`config.mk`:
```
export PLATFORM = sky130hd
export DESIGN_NAME = div_unit
export DESIGN_NICKNAME = d
export VERILOG_FILES = /design/src/rtl/div_unit.sv
export SDC_FILE = /design/constraint.sdc
export NUM_CORES = 1
export LEC_CHECK = 0
export BUFFER_PORTS_ARGS = -buffer_cell sky130_fd_sc_hd__buf_2
export CAP_MARGIN = 20
export CORE_MARGIN = 5
export CORE_UTILIZATION = 35
export CTS_CLUSTER_DIAMETER = 200
export DETAILED_ROUTE_END_ITERATION = 8
export GPL_TIMING_DRIVEN = 1
export PLACE_DENSITY_LB_ADDON = 0.05
export SYNTH_ARGS = -nofsm -noshare
export SYNTH_HDL_FRONTEND = slang
export SYNTH_SLANG_ARGS = --single-unit
```
`constraint.sdc`:
```
create_clock -name clk -period 8.8 [get_ports clk]
set_input_delay 2.64 -clock clk [delete_from_list [all_inputs] [get_ports clk]]
set_output_delay 2.64 -clock clk [all_outputs]
set_load 0.005 [all_outputs]
```
`src/rtl/div_unit.sv`:
```
`default_nettype none
// ============================================================================
//  Module      : div_unit
//  Description : 32-bit iterative radix-2 restoring divider (DIV / DIVU).
//                A start is accepted only in IDLE. CALC runs 32 cycles, FIX
//                applies the signs, and DONE pulses done for one cycle.
//                Optional macro DIV_ZERO_FAST_EN: a zero divisor jumps
//                straight from IDLE to DONE.
//  Revision    : 1.0  initial release
// ============================================================================
module div_unit (
    input  logic        clk,
    input  logic        resetn,
    input  logic        start,
    input  logic        is_signed,
    input  logic        flush,
    input  logic [31:0] opa,
    input  logic [31:0] opb,
    output logic        busy,
    output logic        done,
    output logic [31:0] quotient,
    output logic [31:0] remainder,
    output logic        div_zero
);

    typedef enum logic [1:0] {
        S_IDLE = 2'd0,
        S_CALC = 2'd1,
        S_FIX  = 2'd2,
        S_DONE = 2'd3
    } state_t;

    state_t      state_q, state_d;
    logic [5:0]  cnt_q, cnt_d;
    logic        neg_quo_q, neg_quo_d;   // quotient must be negated in FIX
    logic        neg_rem_q, neg_rem_d;   // remainder takes the dividend's sign
    logic        zero_q, zero_d;         // latched divisor was zero
    logic [31:0] div_q, div_d;           // divisor magnitude
    logic [31:0] rem_q, rem_d;           // partial remainder
    logic [31:0] quo_q, quo_d;           // dividend shifting out / quotient shifting in
    logic [31:0] quotient_q, quotient_d;
    logic [31:0] remainder_q, remainder_d;
    logic        div_zero_q, div_zero_d;

    logic [32:0] w_rem_sh;
    logic [32:0] w_diff;

    // One restoring step: shift {rem,quo} left, trial-subtract the divisor.
    assign w_rem_sh = {rem_q, quo_q[31]};
    assign w_diff   = w_rem_sh - {1'b0, div_q};

    // Next-state and datapath; flush overrides everything but reset.
    always_comb begin
        state_d     = state_q;
        cnt_d       = cnt_q;
        neg_quo_d   = neg_quo_q;
        neg_rem_d   = neg_rem_q;
        zero_d      = zero_q;
        div_d       = div_q;
        rem_d       = rem_q;
        quo_d       = quo_q;
        quotient_d  = quotient_q;
        remainder_d = remainder_q;
        div_zero_d  = div_zero_q;

        case (state_q)
            S_IDLE: begin
                if (start) begin
                    neg_quo_d = is_signed & (opa[31] ^ opb[31]);
                    neg_rem_d = is_signed & opa[31];
                    zero_d    = (opb == 32'd0);
                    div_d     = (is_signed && opb[31]) ? (32'd0 - opb) : opb;
                    quo_d     = (is_signed && opa[31]) ? (32'd0 - opa) : opa;
                    rem_d     = 32'd0;
                    cnt_d     = 6'd0;
                    state_d   = S_CALC;
`ifdef DIV_ZERO_FAST_EN
                    if (opb == 32'd0) begin
                        quotient_d  = 32'hFFFF_FFFF;
                        remainder_d = opa;
                        div_zero_d  = 1'b1;
                        state_d     = S_DONE;
                    end
`endif
                end
            end
            S_CALC: begin
                if (!w_diff[32]) begin
                    rem_d = w_diff[31:0];
                    quo_d = {quo_q[30:0], 1'b1};
                end else begin
                    rem_d = w_rem_sh[31:0];
                    quo_d = {quo_q[30:0], 1'b0};
                end
                cnt_d = cnt_q + 6'd1;
                if (cnt_q == 6'd31) begin
                    state_d = S_FIX;
                end
            end
            S_FIX: begin
                quotient_d  = neg_quo_q ? (32'd0 - quo_q) : quo_q;
                remainder_d = neg_rem_q ? (32'd0 - rem_q) : rem_q;
                div_zero_d  = zero_q;
                state_d     = S_DONE;
            end
            default: begin
                state_d = S_IDLE;
            end
        endcase

        if (flush) begin
            state_d     = S_IDLE;
            quotient_d  = quotient_q;
            remainder_d = remainder_q;
            div_zero_d  = div_zero_q;
        end
    end

    // State and datapath registers with synchronous active-low reset.
    always_ff @(posedge clk) begin
        if (!resetn) begin
            state_q     <= S_IDLE;
            cnt_q       <= 6'd0;
            neg_quo_q   <= 1'b0;
            neg_rem_q   <= 1'b0;
            zero_q      <= 1'b0;
            div_q       <= 32'd0;
            rem_q       <= 32'd0;
            quo_q       <= 32'd0;
            quotient_q  <= 32'd0;
            remainder_q <= 32'd0;
            div_zero_q  <= 1'b0;
        end else begin
            state_q     <= state_d;
            cnt_q       <= cnt_d;
            neg_quo_q   <= neg_quo_d;
            neg_rem_q   <= neg_rem_d;
            zero_q      <= zero_d;
            div_q       <= div_d;
            rem_q       <= rem_d;
            quo_q       <= quo_d;
            quotient_q  <= quotient_d;
            remainder_q <= remainder_d;
            div_zero_q  <= div_zero_d;
        end
    end

    assign busy      = (state_q == S_CALC) || (state_q == S_FIX);
    assign done      = (state_q == S_DONE) && !flush;
    assign quotient  = quotient_q;
    assign remainder = remainder_q;
    assign div_zero  = div_zero_q;

endmodule
`default_nettype wire

```
==> metrics, run 1 <==
DIE WIDTH=187 µm; Worst slew margin=42.8%; Primary FF master, synth=dfxtp_1; post-CTS sizing=0; FF-to-FF End=rem_q[9]; # IOs=136; DR pass1 iterations=6; yosys warns=0; Final ANT Viol Nets=0; skew final=0.0150 ns; Placed Cells=approximately 1800; Seq/Total Area, Yosys=between 30% and 40%; synth-to-layout area growth=14.7%; # fillers=about 3300; count of final setup violators=0; Worst R2R Path Depth=13; hold-fix buffers at CTS=0; clk buf depth=2; CTS Sinks=172; Register-to-Register Setup Slack=~4.9 ns; Fin. Hold Viols=0; cell area after synthesis=around 11000 µm²; CP required=just over 6 ns; Num CTS Buffers=17; P_sw=just over 0.6 mW; max-slew violations=0; clk root buf=clkbuf_16; Reg power frac=approximately 43%; DRC viols=0; Final Cell Area=between 10000 and 15000 µm²; ys async rst share=0%; H-tree levels=4; initial DRC count=599; switching share of total power=between 30% and 40%; Internal Power=1.32 mW; Setup CP Type=primary input to output pin; PortBufs=roughly 140; die outline height=around 190 µm; Slew @ Worst Pin=roughly 0.85 ns; Post-CTS Setup Bufs=0; synth unique cells=64; CTS tree=built; site row count=64; CP endpoint=done; worst reg2reg startpoint=quo_q[31]; Via Count=between 10000 and 15000; crit path DAT=around 3.0 ns; most common cell after layout, fill and taps aside=nand2_1; first-pass GRT wire length=between 50000 and 60000 µm; largest net degree at the start of global routing=about 70; Clock Power Share=between 30% and 40%; crit start category=primary input; Post-DP Area=11900 µm²; initial core utilization=35.6%; critical path peak fanout=3; unrepaired setup endpoints after global routing=false; min cycle time layout=between 5 and 6 ns; gpl congestion=roughly 0.84; initial antenna violation count=3; combinational power share=around 18%; final setup TNS=0 ns; fin nets=roughly 1500; layout cells sized above 1=13.7%; vias in the first global route=roughly 9500; Post-DP HPWL=approximately 25000 µm; Mapped Cells=between 1000 and 1500; Syn Area/Cell=8.10 µm²; GRT overflow=0; WL per Instance=between 15 and 20 µm; EDFF count, synth=0; Via density=between 5 and 6; Skew-Pair Late Insertion Delay=approximately 0.45 ns; crit end category=output pin; wirelength, routed=33100 µm; Core ar.=30700 µm²; die area=34900 µm²; Leakage=around 5.6 nW; PwrDens=between 150 and 200 nW/µm²; Achievable Freq=about 0.18 GHz; Yosys reg bits=approximately 170; Post-Route Utilization=between 40% and 50%; area of the multi-input gates=approximately 7000 µm²; CP startpoint=flush; syn_nets=approximately 1500; worst min-delay path class=register to register; FF/Latch Area=about 3400 µm²; post-route clock period utilization=63.9%; Max VDD drop=around 0.12 mV; final cell count without fillers=1849; commonest cells after routing, fill and taps aside=188 x nand2_1, 172 x dfxtp_1, 134 x buf_2; outcome=finished clean; clock slew at reported path FFs=0.07 ns; GRT Overall Usage=18.7%; # Max-Cap Violations=0
-- power by group through the flow --
stage          clock network [mW]  registers [mW]  logic, mW
3_3_place_gp                    0           0.861      0.346
5_1_grt                     0.814           0.847      0.394
4_1_cts                     0.781           0.844      0.348
6_report                    0.755           0.842      0.351
2_1_floorplan                   0           0.848      0.246
3_5_place_dp                    0           0.862      0.346
-- worst max-delay path: stages --
cell     delay, ns
buf_2         0.12
nor2b_1       0.10
buf_2         0.12
-- worst min-delay path by stage --
stage	start	to	slack, ns	depth (start not counted)
finish	remainder[29]	remainder[29]	0.45	2
global route	remainder[29]	remainder[29]	0.47	2
CTS	remainder[29]	remainder[29]	0.45	2
detailed placement	remainder[27]	remainder[27]	0.44	2
global placement	remainder[23]	remainder[23]	0.43	2
floorplan	div_q[31]	div_q[31]	0.44	2
-- logic make-up after synthesis --
group | Yosys count | share of synthesized area (%)
AOI/OAI and AO/OA | 394 | 25.4
xor gates and xnor gates | 143 | 11.4
adders and majority gates | 42 | 4.87
buffers and inverters | 133 | 4.58
DFF | 172 | 31.5
muxes | 32 | 2.93
and+or+nand+nor | 435 | 19.3
-- state kept, by name, indices dropped and copies added, names as in the netlist --
register,flops
remainder,32
div_zero,1
cnt_q,6
state_q,2
quo_q,32
quotient,32
rem_q,32
div_q,32
neg_rem_q,1
zero_q,1
neg_quo_q,1
-- final cells by class --
class                           instances  share of cell area (%)
Antenna cell                            3                  0.0598
Sequential cell                       172                    27.4
Clock buffer                           18                    3.42
Timing Repair Buffer                  149                    6.56
Multi-Input combinational cell       1046                    55.9
Tap cell                              396                    3.95
Inverter                               51                    1.52
Clock inverter                         14                    1.19
-- cell usage after synthesis, drive strengths merged, types with 10 or more instances --
cell type | count | area, µm²
a21oi | 71 | 355
nor4 | 14 | 87.6
xor2 | 104 | 911
nand4 | 12 | 75.1
a222oi | 23 | 230
o211a | 62 | 621
clkbuf | 73 | 274
inv | 51 | 191
o31ai | 26 | 209
dfxtp | 172 | 3440
o41ai | 20 | 194
nor2b | 40 | 250
ha | 41 | 513
nand2b | 11 | 68.8
nand2 | 188 | 706
mux2i | 32 | 320
or3 | 24 | 155
or4 | 19 | 154
xnor2 | 39 | 342
nor3 | 10 | 50.1
nand3 | 31 | 155
nor2 | 57 | 214
o21ai | 128 | 644
-- metal layers --
metal / part of all wire (%) / wire [µm] / vias to the layer above / GRT usage (%)
met5: 0.021 / 7 / - / 0
met4: 1.5 / 487 / 2 / 4.61
met3: 4.0 / 1320 / 26 / 3.49
met2: 44 / 14500 / 186 / 28.6
met1: 51 / 16900 / 4733 / 27.3
li1: - / - / 5064 / -
-- stage by stage --
step                worst slack (ns)  total power [mW]  hold slack, ns
CTS                             3.18              1.97           0.453
detailed placement              3.02              1.21           0.442
global placement                3.06              1.21           0.432
floorplan                       3.41              1.09           0.441
finish                          3.18              1.95           0.453
global route                    3.16              2.05           0.474
No activity file was read; power rests on OpenSTA's default activity.
==> run 2: changes to the inputs <==
--- a/config.mk
+++ b/config.mk
@@ -5,6 +5,7 @@
 export SDC_FILE = /design/constraint.sdc
 export NUM_CORES = 1
 export LEC_CHECK = 0
+export ABC_AREA = 1
 export BUFFER_PORTS_ARGS = -buffer_cell sky130_fd_sc_hd__buf_2
 export CAP_MARGIN = 20
 export CORE_MARGIN = 5
==> constraint.sdc (replaced) <==
create_clock -name clk -period 5.1 [get_ports clk]
set_input_delay 1.53 -clock clk [delete_from_list [all_inputs] [get_ports clk]]
set_output_delay 1.53 -clock clk [all_outputs]
set_load 0.005 [all_outputs]
==> run 2 against run 1 <==
  * Register-to-register slack got worse by 2.7 ns
  * Final cell count increased by 49%
  * Largest cell class unchanged
  * Critical endpoint unchanged
  * Largest power group unchanged
  * Utilization decreased by 1.2 points
==> metrics, run 2 <==
die outline height=~200 µm; final setup TNS=0 ns; number of cells on the critical path=3; Cell Chain, Critical Path=buf_2, nor2_1, buf_2; crit end category=output pin; largest net degree at the start of global routing=89; initial core utilization=35.2%; min cycle time layout=roughly 3.4 ns; Skew-Pair Late Insertion Delay=0.45 ns; Via Count=between 10000 and 15000; Core ar.=between 30000 and 40000 µm²; WL per Instance=16.8 µm; Power Total=3.75 mW; CP startpoint=flush; CTS Sinks=between 150 and 200; ys async rst share=0%; die area=40600 µm²; Post-synth top cells=599 x nand2_1, 339 x inv_1, 261 x nor2_1; crit-path leading delay family=buffers and inverters; Seq/Total Area, Yosys=between 20% and 30%; critical path peak fanout=3; Via density=~5.0; top cells by area, synth=dfxtp_1 27%, nand2_1 18%, inv_1 9.9%; most common cell after layout, fill and taps aside=nand2_1; Post-DP HPWL=~37000 µm; # IOs=roughly 140; pre-CTS WS=about 1.5 ns; wirelength, routed=about 46000 µm; site row count=70; Worst R2R Path Depth=16; final setup margin=~1.7 ns; FF-to-FF End=rem_q[30]; cell accounting for the most synthesized area=dfxtp_1; synth unique cells=47; Register-to-Register Setup Slack=2.18 ns; Primary FF master, synth=dfxtp_1; crit path DAT=roughly 1.9 ns; Leakage=~7.4 nW; worst reg2reg startpoint=quo_q[31]; outcome=finished clean; DR pass1 iterations=5; Yosys reg bits=between 150 and 200; synth-to-layout area growth=12.6%; first-pass GRT wire length=71800 µm; clk root buf=clkbuf_16; worst min-delay path class=register to register; Worst slew margin=roughly a third; unrepaired setup endpoints after global routing=false; Syn Area/Cell=around 6 µm²; Post-Route Utilization=around 40%; GRT Overall Usage=around 22%; crit start category=primary input; layout cells sized above 1=about a tenth; GRT overflow=0; post-route clock period utilization=approximately 67%; yosys warns=0; gpl congestion=between 0.9 and 1; DIE WIDTH=roughly 200 µm; vias in the first global route=between 10000 and 15000; cell area after synthesis=approximately 13000 µm²; clk buf depth=2; Post-CTS Setup Bufs=0; Fin. Hold Viols=0; initial antenna violation count=1; area fraction of the dominant cell type after synthesis=about 27%; Achievable Freq=between 0.2 and 0.3 GHz; crit path max-delay cell type=buf_2; fin nets=between 2000 and 2500; post-CTS sizing=0; PortBufs=135; Slew @ Worst Pin=roughly 1 ns; CP required=3.57 ns; PwrDens=~260 nW/µm²; CP Buf/Inv Count=2; # Max-Cap Violations=0; Mapped Cells=between 2000 and 2500; DRC viols=0; cell mode on critical path=buf_2; syn_nets=~2300; initial DRC count=between 900 and 1000; most common cell in the netlist=nand2_1; Final ANT Viol Nets=0; skew final=~0.015 ns; Crit path largest cell delay=0.12 ns; Setup CP Type=primary input to output pin; H-tree levels=4; EDFF count, synth=0; CP endpoint=done; Max VDD drop=roughly 0.22 mV; max-slew violations=0; commonest cells after routing, fill and taps aside=599 x nand2_1, 339 x inv_1, 259 x nor2_1; clock slew at reported path FFs=~0.07 ns; CTS tree=built; hold-fix buffers at CTS=0; Num CTS Buffers=17; count of final setup violators=0
## run 2: layer usage
metal / wire, µm / up-vias / track usage [%] / share of wire, %
li1: - / 7113 / - / -
met1: 24200 / 6191 / 33.8 / 52
met2: 19300 / 281 / 32.8 / 42
met3: 1700 / 45 / 2.56 / 3.7
met4: 1120 / 0 / 6.45 / 2.4
met5: 0 / - / 0 / 0
## run 2: final cells by class
| type | count | area [µm²] |
|---|---|---|
| Antenna cell | 2 | 5.00 |
| Multi-Input combinational cell | 1583 | 7780 |
| Clock inverter | 15 | 139 |
| Inverter | 348 | 1310 |
| Sequential cell | 172 | 3440 |
| Fill cell | 4154 | 22000 |
| Tap cell | 468 | 586 |
| Timing Repair Buffer | 147 | 766 |
| Clock buffer | 17 | 425 |
## run 2: per-stage QoR
stage	cells	cell area (µm²)	hold slack, ns
CTS	2750	14400	0.478
finish	2752	14500	0.477
global placement	2718	13900	0.473
floorplan	2179	12800	0.446
detailed placement	2718	13900	0.470
global route	2750	14400	0.510
## run 2: worst register-to-register path, stage by stage, from the launching register on
cell     delay (ns)
dfxtp_1        0.33
inv_1          0.12
ha_1           0.24
fa_1           0.41
inv_1          0.11
nand2_1        0.07
nand2_1        0.10
nand3_1        0.10
nand2_2        0.12
nand2_2        0.07
nand2_2        0.09
nand2_4        0.08
nand3_2        0.28
nand3_1        0.39
nand2_1        0.16
nand2_1        0.06
a21oi_1        0.11
## run 2: kinds of logic (layout without fill, tap and decap cells)
group                    after synthesis  after routing  synth area share [%]
XOR/XNOR                              59             59                  4.03
other                                  0              2                     0
buffers and inverters                424            527                  12.6
AO/OA/AOI/OAI                        353            353                  15.3
adder cells (fa/ha/maj)               42             42                  4.15
AND/OR/NAND/NOR                     1129           1129                  37.1
flip-flops                           172            172                  26.8
## run 2: power by group
part           switching [mW]  internal [mW]
logic                   0.658          0.295
registers              0.0759           1.42
clock network           0.625          0.681
## run 2: worst min-delay path by stage
stage / start / to / slack (ns) / cells after the start
2_1_floorplan: zero_q / zero_q / 0.45 / 2
3_3_place_gp: quo_q[27] / quo_q[27] / 0.47 / 2
3_5_place_dp: cnt_q[4] / cnt_q[4] / 0.47 / 2
4_1_cts: cnt_q[4] / cnt_q[4] / 0.48 / 2
5_1_grt: cnt_q[0] / cnt_q[0] / 0.51 / 2
6_report: cnt_q[4] / cnt_q[4] / 0.48 / 2
==> run 3: changes to the inputs <==
==> constraint.sdc (replaced) <==
create_clock -name clk -period 3.2 [get_ports clk]
set_input_delay 0.96 -clock clk [delete_from_list [all_inputs] [get_ports clk]]
set_output_delay 0.96 -clock clk [all_outputs]
set_load 0.005 [all_outputs]
==> run 3 against run 2 <==
  * Clock skew is 0.0027 ns lower
  * Combinational power grew 63%
  * Sequential share of layout area is 0.30 points lower
  * Sequential power is 59% higher
  * First-iteration DRC count is 2.8% higher
  * Count of clock-buffer cells in the layout rose by 2
  * Flip-flop and latch count did not move
  * Setup slack got worse by 1.1 ns
  * Critical path type is now register to register
  * Critical endpoint is now rem_q[30]
  * Largest power group unchanged
  * Highest routed layer unchanged
==> metrics, run 3 (same netlist as run 2, synthesis figures left out) <==
CTS tree=built; initial DRC count=around 990; skew final=around 0.012 ns; CP required=3.53 ns; Via Count=~14000; Slew @ Worst Pin=a little over 0.7 ns; Max VDD drop=0.354 mV; clock slew at reported path FFs=0.07 ns; Setup CP Type=register to register; count of final setup violators=0; die outline height=roughly 200 µm; max-slew violations=0; critical path peak fanout=17; fin nets=around 2400; worst min-delay path class=register to register; final setup TNS=0 ns; # IOs=approximately 140; GRT overflow=0; DR pass1 iterations=5; Skew-Pair Late Insertion Delay=0.45 ns; GRT Overall Usage=about 22%; Num CTS Buffers=17; CP startpoint=quo_q[31]; FF/Latch Area=approximately 3400 µm²; hold-fix buffers at CTS=0; DRC viols=0; CP endpoint=rem_q[30]; clk buf depth=2; DIE WIDTH=a little over 200 µm; CTS Sinks=172; crit end category=register; Core ar.=36400 µm²; area of the multi-input gates=a little under 8000 µm²; outcome=finished clean; initial core utilization=35.2%; clk root buf=clkbuf_16; post-CTS sizing=0; min cycle time layout=between 2 and 3 ns; worst reg2reg startpoint=quo_q[31]; # fillers=4148; layout cells sized above 1=~10%; Post-CTS Setup Bufs=0; Final ANT Viol Nets=0; H-tree levels=4; Via density=roughly 5.0; first-pass GRT wire length=~72000 µm; FF-to-FF End=rem_q[30]; # Max-Cap Violations=0; Leakage=7.49 nW; PortBufs=135; initial antenna violation count=2; Achievable Freq=between 0.3 and 0.4 GHz; die area=40600 µm²; site row count=70; Register-to-Register Setup Slack=about 0.63 ns; hold_ws=around 0.48 ns; synth-to-layout area growth=14.1%; crit start category=register; PwrDens=~420 nW/µm²; Post-DP HPWL=approximately 37000 µm; largest net degree at the start of global routing=between 100 and 150; post-route clock period utilization=about 80%; gpl congestion=0.918; commonest cells after routing, fill and taps aside=599 x nand2_1, 339 x inv_1, 259 x nor2_1; crit path DAT=2.90 ns; wirelength, routed=46100 µm; vias in the first global route=around 13000; Fin. Hold Viols=0; WL per Instance=roughly 17 µm; Worst R2R Path Depth=17; unrepaired setup endpoints after global routing=false; Worst slew margin=~52%; most common cell after layout, fill and taps aside=nand2_1
## run 3: cell types whose count changed in the layout (fill, tap and decap cells not counted)
cell        delta
buf_4          +6
buf_12         +4
bufinv_16      +3
clkbuf_1       +2
clkinv_2       -2
inv_6          -2
clkinv_4       -1
clkinvlp_4     +1
diode_2        +1
inv_8          -1
## run 3: layer usage
layer  vias to the layer above  track usage, %  wire length (µm)
met5                         -               0                 0
met4                         0            6.91              1230
met3                        56            2.71              2050
met2                       336            32.9             19100
met1                      6184            33.6             23700
li1                       7132               -                 -
## run 3: final cells by class
type / instances / area share [%]
clock inverter: 13 / 1.29
clock buffer: 19 / 2.96
timing repair buffer: 157 / 6.09
multi-input combinational: 1583 / 53.2
inverter: 348 / 8.93
sequential: 172 / 23.5
antenna: 3 / 0.0513
tap: 468 / 4.00
## run 3: worst min-delay path by stage
stage / start / end / slack [ns] / cells past startpoint
2_1_floorplan: zero_q / zero_q / 0.45 / 2
3_3_place_gp: cnt_q[4] / cnt_q[4] / 0.47 / 2
3_5_place_dp: cnt_q[4] / cnt_q[4] / 0.47 / 2
4_1_cts: cnt_q[4] / cnt_q[4] / 0.48 / 2
5_1_grt: cnt_q[0] / cnt_q[0] / 0.52 / 2
6_report: cnt_q[4] / cnt_q[4] / 0.48 / 2
## run 3: where the power goes
group | leakage, nW | switching (mW) | internal [mW]
registers | 1.40 | 0.111 | 2.26
clock network | 0.286 | 0.974 | 1.31
logic | 5.80 | 1.06 | 0.486
total | 7.49 | 2.15 | 4.06
## run 3: critical path, stage by stage, from the launching register on
cell and delay [ns]:
dfxtp_1 0.33, inv_1 0.11, ha_1 0.23, fa_1 0.39, inv_1 0.09, nand2_1 0.06
nand2_1 0.08, nand3_1 0.09, nand2_2 0.12, nand2_2 0.07, nand2_2 0.08, nand2_4 0.08
nand2_4 0.09, nand2_4 0.14, nand2_4 0.23, nand3_1 0.12, nand2_1 0.08, a21oi_1 0.05
## run 3: through the flow
| stage | total power [mW] | cell area (µm²) | instances | setup slack (ns) | utilization [%] |
|---|---|---|---|---|---|
| final | 6.21 | 14600 | 2763 | 0.631 | 40.2 |
| after global routing | 6.56 | 14600 | 2762 | 0.348 | 40.2 |
| after CTS | 6.26 | 14600 | 2760 | 0.601 | 40.2 |
| after detailed placement | 3.96 | 14000 | 2728 | 0.365 | 38.4 |
| after global placement | 3.95 | 14000 | 2728 | 0.413 | 38.4 |
| after floorplan | 3.41 | 12800 | 2179 | 0.832 | - |
